### config.mk
export PLATFORM = sky130hd
export DESIGN_NAME = fixed_point_unit_seq
export DESIGN_NICKNAME = d
export VERILOG_FILES = /design/src/rtl/fixed_point_unit_seq.sv
export SDC_FILE = /design/constraint.sdc
export NUM_CORES = 2
export LEC_CHECK = 0
export BUFFER_PORTS_ARGS = -buffer_cell sky130_fd_sc_hd__buf_2
export CAP_MARGIN = 20
export CORE_MARGIN = 2
export CORE_UTILIZATION = 42
export CTS_BUF_LIST = sky130_fd_sc_hd__clkbuf_8
export DETAILED_ROUTE_END_ITERATION = 12
export SLEW_MARGIN = 10
export SYNTH_ARGS = -nofsm -noshare
export SYNTH_HDL_FRONTEND = slang
export SYNTH_SLANG_ARGS = --single-unit
### constraint.sdc
create_clock -name clk -period 15.16 [get_ports clk]
set_clock_uncertainty 0.15 [all_clocks]
set_input_delay 1.516 -clock clk [delete_from_list [all_inputs] [get_ports clk]]
set_output_delay 1.516 -clock clk [all_outputs]
set_load 0.005 [all_outputs]
### src/rtl/fixed_point_unit_seq.sv
// rtl/fixed_point_unit_seq.sv - sequential signed fixed-point ADD/SUB/MUL/DIV and unsigned SQRT unit
// start/busy/done handshake; MUL, DIV and SQRT run as iterative multi-cycle engines.
module fixed_point_unit_seq #(
   parameter int WIDTH     = 32,
   parameter int FBITS     = 10,
   parameter int MUL_WIDTH = 16,
   parameter bit SATURATE  = 1'b1
) (
   input  logic             clk,
   input  logic             reset,
   input  logic             start,
   input  logic [2:0]       operation,
   input  logic [WIDTH-1:0] operand_1,
   input  logic [WIDTH-1:0] operand_2,
   output logic             busy,
   output logic             done,
   output logic [WIDTH-1:0] result,
   output logic             overflow,
   output logic             error
);
   localparam int N  = WIDTH / MUL_WIDTH;
   localparam int DW = WIDTH + FBITS;
   localparam int SN = DW / 2;
   localparam int CW = $clog2(DW + 1);
   localparam logic [CW-1:0] MUL_LAST  = CW'(N * N);
   localparam logic [CW-1:0] DIV_LAST  = CW'(DW);
   localparam logic [CW-1:0] SQRT_LAST = CW'(SN - 1);
   localparam logic [WIDTH-1:0] MAX_POS = {1'b0, {(WIDTH-1){1'b1}}};
   localparam logic [WIDTH-1:0] MAX_NEG = {1'b1, {(WIDTH-1){1'b0}}};
   localparam logic [2:0] OP_ADD  = 3'b000;
   localparam logic [2:0] OP_SUB  = 3'b001;
   localparam logic [2:0] OP_MUL  = 3'b010;
   localparam logic [2:0] OP_SQRT = 3'b011;
   localparam logic [2:0] OP_DIV  = 3'b100;

   typedef enum logic [2:0] {IDLE, ARITH, MUL_PP, SQRT_IT, DIV_IT, FINISH} state_t;
   state_t state;

   logic [2:0]         op;
   logic [WIDTH-1:0]   a, b;
   logic [CW-1:0]      cnt;
   logic [2*WIDTH-1:0] acc;
   logic [DW-1:0]      dq;
   logic [WIDTH-1:0]   rem;
   logic [DW-1:0]      rad;
   logic [SN-1:0]      root;
   logic [SN+1:0]      srem;

   logic [WIDTH-1:0] in_a_mag, a_mag, b_mag;
   logic             neg;
   assign in_a_mag = operand_1[WIDTH-1] ? -operand_1 : operand_1;
   assign a_mag    = a[WIDTH-1] ? -a : a;
   assign b_mag    = b[WIDTH-1] ? -b : b;
   assign neg      = a[WIDTH-1] ^ b[WIDTH-1];

   logic [WIDTH:0] sum;
   assign sum = (op == OP_SUB) ? ({a[WIDTH-1], a} - {b[WIDTH-1], b})
                               : ({a[WIDTH-1], a} + {b[WIDTH-1], b});

   // Multiply: one chunk pair per cycle, a-chunk index varies fastest.
   logic [CW-1:0]          idx_a, idx_b;
   logic [MUL_WIDTH-1:0]   chunk_a, chunk_b;
   logic [2*MUL_WIDTH-1:0] prod_small;
   logic [2*WIDTH-1:0]     pp, mul_mag, mul_full;
   logic                   mul_ovf;
   assign idx_a      = cnt % CW'(N);
   assign idx_b      = cnt / CW'(N);
   assign chunk_a    = a_mag[idx_a*MUL_WIDTH +: MUL_WIDTH];
   assign chunk_b    = b_mag[idx_b*MUL_WIDTH +: MUL_WIDTH];
   assign prod_small = chunk_a * chunk_b;
   assign pp         = (2*WIDTH)'(prod_small) << ((idx_a + idx_b) * MUL_WIDTH);
   assign mul_mag    = acc >> FBITS;
   assign mul_full   = neg ? -mul_mag : mul_mag;
   assign mul_ovf    = mul_full[2*WIDTH-1:WIDTH-1] != {(WIDTH+1){mul_full[WIDTH-1]}};

   logic [WIDTH:0] div_trial;
   logic           div_ge;
   logic [DW:0]    div_full;
   logic           div_ovf;
   assign div_trial = {rem, dq[DW-1]};
   assign div_ge    = div_trial >= {1'b0, b_mag};
   assign div_full  = neg ? -{1'b0, dq} : {1'b0, dq};
   assign div_ovf   = div_full[DW:WIDTH-1] != {(DW-WIDTH+2){div_full[DW]}};

   // Square root: bring down two radicand bits, try subtracting 4*root+1.
   logic [SN+3:0] sq_trial_rem, sq_trial;
   logic          sq_ge;
   logic [SN-1:0] sq_root_next;
   assign sq_trial_rem = {srem, rad[DW-1:DW-2]};
   assign sq_trial     = (SN+4)'({root, 2'b01});
   assign sq_ge        = sq_trial_rem >= sq_trial;
   assign sq_root_next = {root[SN-2:0], sq_ge};

   logic             last;
   logic [WIDTH-1:0] fin_result;
   logic             fin_ovf, fin_err;
   always_comb begin
      fin_result = '0;
      fin_ovf    = 1'b0;
      fin_err    = 1'b0;
      last       = 1'b0;
      case (state)
         ARITH: begin
            last = 1'b1;
            if (op == OP_ADD || op == OP_SUB) begin
               fin_ovf    = sum[WIDTH] ^ sum[WIDTH-1];
               fin_result = (SATURATE && fin_ovf) ? (sum[WIDTH] ? MAX_NEG : MAX_POS) : sum[WIDTH-1:0];
            end else begin
               fin_err = 1'b1;
            end
         end
         MUL_PP: begin
            last       = (cnt == MUL_LAST);
            fin_ovf    = mul_ovf;
            fin_result = (SATURATE && mul_ovf) ? (neg ? MAX_NEG : MAX_POS) : mul_full[WIDTH-1:0];
         end
         DIV_IT: begin
            last = (cnt == DIV_LAST);
            if (b == '0) begin
               fin_err    = 1'b1;
               fin_result = SATURATE ? (a[WIDTH-1] ? MAX_NEG : MAX_POS) : '0;
            end else begin
               fin_ovf    = div_ovf;
               fin_result = (SATURATE && div_ovf) ? (neg ? MAX_NEG : MAX_POS) : div_full[WIDTH-1:0];
            end
         end
         SQRT_IT: begin
            last = (cnt == SQRT_LAST);
            if (a[WIDTH-1]) fin_err = 1'b1;
            else            fin_result = WIDTH'(sq_root_next);
         end
         default: ;
      endcase
   end

   always_ff @(posedge clk or negedge reset) begin
      if (!reset) begin
         state    <= IDLE;
         busy     <= 1'b0;
         done     <= 1'b0;
         result   <= '0;
         overflow <= 1'b0;
         error    <= 1'b0;
         op       <= '0;
         a        <= '0;
         b        <= '0;
         cnt      <= '0;
         acc      <= '0;
         dq       <= '0;
         rem      <= '0;
         rad      <= '0;
         root     <= '0;
         srem     <= '0;
      end else begin
         done <= 1'b0;
         case (state)
            IDLE, FINISH: begin
               state <= IDLE;
               if (start) begin
                  op   <= operation;
                  a    <= operand_1;
                  b    <= operand_2;
                  cnt  <= '0;
                  busy <= 1'b1;
                  acc  <= '0;
                  rem  <= '0;
                  dq   <= DW'(in_a_mag) << FBITS;
                  rad  <= DW'(operand_1) << FBITS;
                  root <= '0;
                  srem <= '0;
                  case (operation)
                     OP_MUL:  state <= MUL_PP;
                     OP_SQRT: state <= SQRT_IT;
                     OP_DIV:  state <= DIV_IT;
                     default: state <= ARITH;
                  endcase
               end
            end
            MUL_PP: begin
               acc <= acc + pp;
               cnt <= cnt + CW'(1);
            end
            DIV_IT: begin
               rem <= div_ge ? WIDTH'(div_trial - {1'b0, b_mag}) : WIDTH'(div_trial);
               dq  <= {dq[DW-2:0], div_ge};
               cnt <= cnt + CW'(1);
            end
            SQRT_IT: begin
               srem <= (SN+2)'(sq_ge ? sq_trial_rem - sq_trial : sq_trial_rem);
               root <= sq_root_next;
               rad  <= rad << 2;
               cnt  <= cnt + CW'(1);
            end
            default: ;
         endcase
         if (last) begin
            state    <= FINISH;
            busy     <= 1'b0;
            done     <= 1'b1;
            result   <= fin_result;
            overflow <= fin_ovf;
            error    <= fin_err;
         end
      end
   end
endmodule

== After elaboration in Yosys (flattened, before gate mapping) ==
Cells that the tools add are included.
Widths: inputs -> output; s select.
Storage, ports and cells
  register bits after elaboration: 336
  bits of input ports: 70
  output and inout bits: 36
Operators by class
  add/sub/neg operators: 12
  multiply operators: 1
  magnitude comparators: 2
  equal/unequal tests: 15
  shift operators: 3
  mux-type cells: 48
  bitwise logic cells: 2
  reduce and logical (&&, ||, !) cells: 18
Operators with widths (number)
  $mux 32: 13
  $pmux 42 s2: 2
  $mux 64: 2
  $pmux 32 s4: 1
  $pmux 64 s2: 1
  $neg 32->32: 3
  $mux 42: 2
  $add 64x64->64: 1
  $neg 54->64: 1
  $pmux 32 s2: 1
  $shl 32x10->64: 1
  $mux 23: 2
  $pmux 23 s2: 1
  $mux 43: 1
  $neg 42->43: 1
  $mux 21: 2
  $pmux 21 s2: 1
  $add 32x32->33: 1
  $ge 33x32->1: 1
  $mux 33: 1
  $sub 32x32->33: 1
  $logic_not 32->1: 1
  $mul 16x16->32: 1
  $ne 32x32->1: 1
  29 further kinds: 58

== Longest topological paths before layout ==
  depth after elaboration: 7
  mapped depth: 52
  mapped depth without buffers: 50

== Worst setup path before layout ==
No wires, ideal clock.
  path type: reg-to-reg
  start: register b[2]
  end: register acc[63]
  arrival: 11588 ps
  data required time: 14877 ps
  path slack: 3290 ps
  stages on the path, launching flop included: 48
  buffers on the path: 2
  cells stage by stage: dfrtp_1 > or3_1 > or3_1 > clkbuf_1 > nand2b_1 > or4_1 > nor2_1 > nand2_1 > o21ai_0 > xor2_1 > a211oi_1 > clkbuf_1 > nand2_1 > fa_1 > inv_1 > fa_1 > fa_1 > fa_1 > [12 not listed] > a21o_1 > a31oi_1 > a211o_1 > mux2i_1 > o31ai_1 > ha_1 > clkinv_1 > nor4_1 > o211ai_1 > a221oi_1 > o211ai_1 > a211oi_1 > o211ai_1 > a2111oi_0 > nor3_1 > xnor2_1 > o211ai_1 > o31ai_1
Between the ends
  word-level cells in the longest chain between the ends: 7
Ends and longest elaborated chain
  start: declaration: line 40  | logic [WIDTH-1:0] a, b;
  start signal: assignment: line 162  | b <= operand_2;
  $neg 32->32: line 53  | assign b_mag = b[WIDTH-1] ? -b : b;
  $mux 32 (*): line 53
  $shiftx 32x10->16 (*): line 69  | assign chunk_b = b_mag[idx_b*MUL_WIDTH +: MUL_WIDTH];
  $mul 16x16->32 (*): line 70  | assign prod_small = chunk_a * chunk_b;
  $shl 32x10->64 (*): line 71  | assign pp = (2*WIDTH)'(prod_small) << ((idx_a + idx_b) * MUL_WIDTH);
  $add 64x64->64 (*): line 180  | acc <= acc + pp;
  $pmux 64 s2 (*): line 156  | case (state)
  end signal: assignment: line 180
  end: declaration: line 42  | logic [2*WIDTH-1:0] acc;
Every way passes the cells marked *; elsewhere a longest branch is shown, timed or not.
A chain may end at the register's enable or synchronous reset.

== Worst setup path in the final report ==
Same ends and word-level chain as after synthesis.

==> run summary <==
outcome: complete, no violations
Yosys top cell by area: dfrtp_1
grt total ovfl: 0
Hold Path Class: register to register
multi-input logic area: 26,290 um^2
antenna-violating nets left: 0
Tmin final: 13.39 ns
vias: 34,450
YS warnings: 0
Slew Viols, Final: 0
final setup violation count: 0
CTS tree: done
Worst-path clk slew: 0.06 ns
largest net degree at the start of global routing: 155
fin area: 39,690 um^2
Placed Instances: 5,742
most frequent cells in the layout: 697 x nand2_1, 383 x o21ai_0, 370 x nor2_1
clock latency on the worst-skew pair: 0.69 ns
input/output buffers: 105
share of cells above drive strength 1: 7.116%
Worst Path Class, Setup: register to register
CP max FO: 8
fin crit share: 88.35%
die area: 89,600 um^2
Fin Setup TNS: 0 ns
post-CTS sizing: 0
Routed wire per std cell: 21.26 um
Top FF cell, synth: dfrtp_1
first-pass GRT wire length: 191,700 um
Fillers: 8,711
Worst setup SP type: register
total setup buffers inserted after CTS: 0
vias per cell: 5.875
reg2reg start: b[2]
Post-synth ARST share: 100.0%
GRT Util Overall: 27.26%
Iteration-0 DRC Markers: 2,992
Finished Layout Cells: 5,864
unrepaired setup endpoints after global routing: false
CP peak stage delay: 0.56 ns
slew of the pin with the lowest slew margin: 1.200 ns
H-tree depth: 3
Remaining DRCs: 0
Detail Placement HPWL: 95,910 um
num rows: 108
crit path from: b[2]
Die X: 299.3 um
Critical Path AT: 13.80 ns
Netlist cell types: 96
Slew HR: 19.23%
GP Congestion: 1.002
CP required: 15.56 ns
number of global-route vias before repair: 32,130
Num CTS Buffers: 66
Worst Min Path Start: rad[35]
Slowest-stage cell, CP: or4_1
Seq/Total Area, Yosys: 22.27%
Max Clock Freq: 74.66 MHz
commonest non-fill, non-tap cell in the layout: nand2_1
chip height: 299.3 um
Clock Path Buffers: 3
clock sinks: 326
Buf/Inv on CP: 4
syn_area_per_cell: 7.812 um^2
Core ar.: 86,620 um^2
Top delay family on crit path: compound AO/OA/AOI/OAI gates
Initial Util: 42.29%
CTS root buf: clkbuf_8
fin nets: 5,185
Max-Cap Viols: 0
Synth-to-Final Area Change: 8.344%
cts hold-fix bufs: 0
Final Hold Violating Endpoints: 0
Synth Register Bits: 326
synthesized net count: 5,218
synthesized instance count: 4,689
CP endpoint kind: register
Sequential cell area: 8159 um^2
mapped cell area: 36,630 um^2
Synth area leaders: dfrtp_1 22%, fa_1 11%, ha_1 8.9%, nand2_1 7.2%, o21ai_0 5.3%
Pre-antenna DRT Iters: 7
DRT Wirelength: 124,700 um
Final Util: 45.82%
Placed Area: 38,160 um^2
IO Count: 106
Post-synth EDFFs: 0
initial antenna violation count: 2
share of the synthesized area in the top cell type: 22.27%
layer usage:
metal	wire [um]	GRT usage, %	vias up
li1	-	-	16270
met1	55900	38.58	16750
met2	55700	42.30	1222
met3	8277	3.704	209
met4	4780	10.31	2
met5	15	0	-
cells in the mapped netlist, types with 10 or more instances:
| cell type | instances |
|---|---|
| inv_1 | 344 |
| a31oi_1 | 35 |
| o41ai_1 | 26 |
| nor2b_1 | 40 |
| xor2_1 | 176 |
| mux2i_1 | 31 |
| clkbuf_1 | 230 |
| nor2_1 | 374 |
| xnor2_1 | 149 |
| buf_1 | 25 |
| nand2_1 | 698 |
| a211oi_1 | 29 |
| and2_1 | 68 |
| o32a_1 | 11 |
| a221oi_1 | 17 |
| or4_1 | 23 |
| ha_1 | 262 |
| a41oi_1 | 16 |
| o21bai_1 | 22 |
| o21a_1 | 25 |
| or2_2 | 20 |
| o31a_1 | 10 |
| or3_1 | 44 |
| a21oi_1 | 242 |
| and3_1 | 21 |
| a21o_1 | 100 |
| fa_1 | 197 |
| o211ai_1 | 28 |
| a22o_1 | 12 |
| nor3_1 | 93 |
| nor4_1 | 41 |
| a22oi_1 | 71 |
| nand4_1 | 34 |
| nand3_1 | 160 |
| o31ai_1 | 60 |
| o21ai_0 | 386 |
| dfrtp_1 | 326 |
| nand2b_1 | 59 |
logic make-up after synthesis:
group	count (synthesis)	share of synthesized area, %
and+or+nand+nor	1732	21.88
AOI/OAI and AO/OA	1204	21.14
adders and majority gates	459	19.71
DFF	326	22.27
xor gates and xnor gates	325	7.770
muxes	34	0.9393
buffers and inverters	609	6.291
registers in the layout, summed over array words and instances (netlist names):
name and cells:
acc 64, dq 42, a 32, b 32
rad 32, rem 32, result 32, srem 23
root 21, cnt 6, op 3, state 3
busy 1, done 1, error 1, overflow 1
per-stage QoR:
stage | hold slack [ns] | worst slack, ns
2_1_floorplan | 0.2896 | 3.290
3_3_place_gp | 0.3030 | 1.877
3_5_place_dp | 0.3061 | 1.795
4_1_cts | 0.3189 | 1.839
5_1_grt | 0.3485 | 0.6395
6_report | 0.3164 | 1.766
worst paths after layout:
| kind | slack, ns | cells past startpoint | end |
|---|---|---|---|
| min in group asynchronous | 0.71 | 1 | rem[20] |
| max in group asynchronous | 12.53 | 2 | result[6] |
| min reg2reg | 0.32 | 2 | rad[35] |
| max | 1.77 | 47 | acc[63] |
| min | 0.32 | 2 | rad[35] |
| max reg2reg | 1.77 | 47 | acc[63] |
final cells by class:
class / instances / area share [%]
clock buffers: 87 / 3.017
clock inverters: 33 / 0.7944
inverters: 346 / 3.272
multi-input cells: 3754 / 66.24
repair buffers: 162 / 2.468
flip-flops and latches: 326 / 20.56
well taps: 1155 / 3.641
diodes: 1 / 0.006305
worst register-to-register path, delay by kind of cell, from the launching register on:
family                   cells  cell delay [ns]
flip-flops                   1             0.44
adder cells (fa/ha/maj)      8             4.00
multiplexers                 1             0.20
AO/OA/AOI/OAI               21             4.39
XOR/XNOR                     2             0.28
AND/OR/NAND/NOR             11             3.46
buffers and inverters        4             0.37
Power is not shown: default switching activity piles up to over one toggle a cycle in this logic, so the estimate is an artifact.
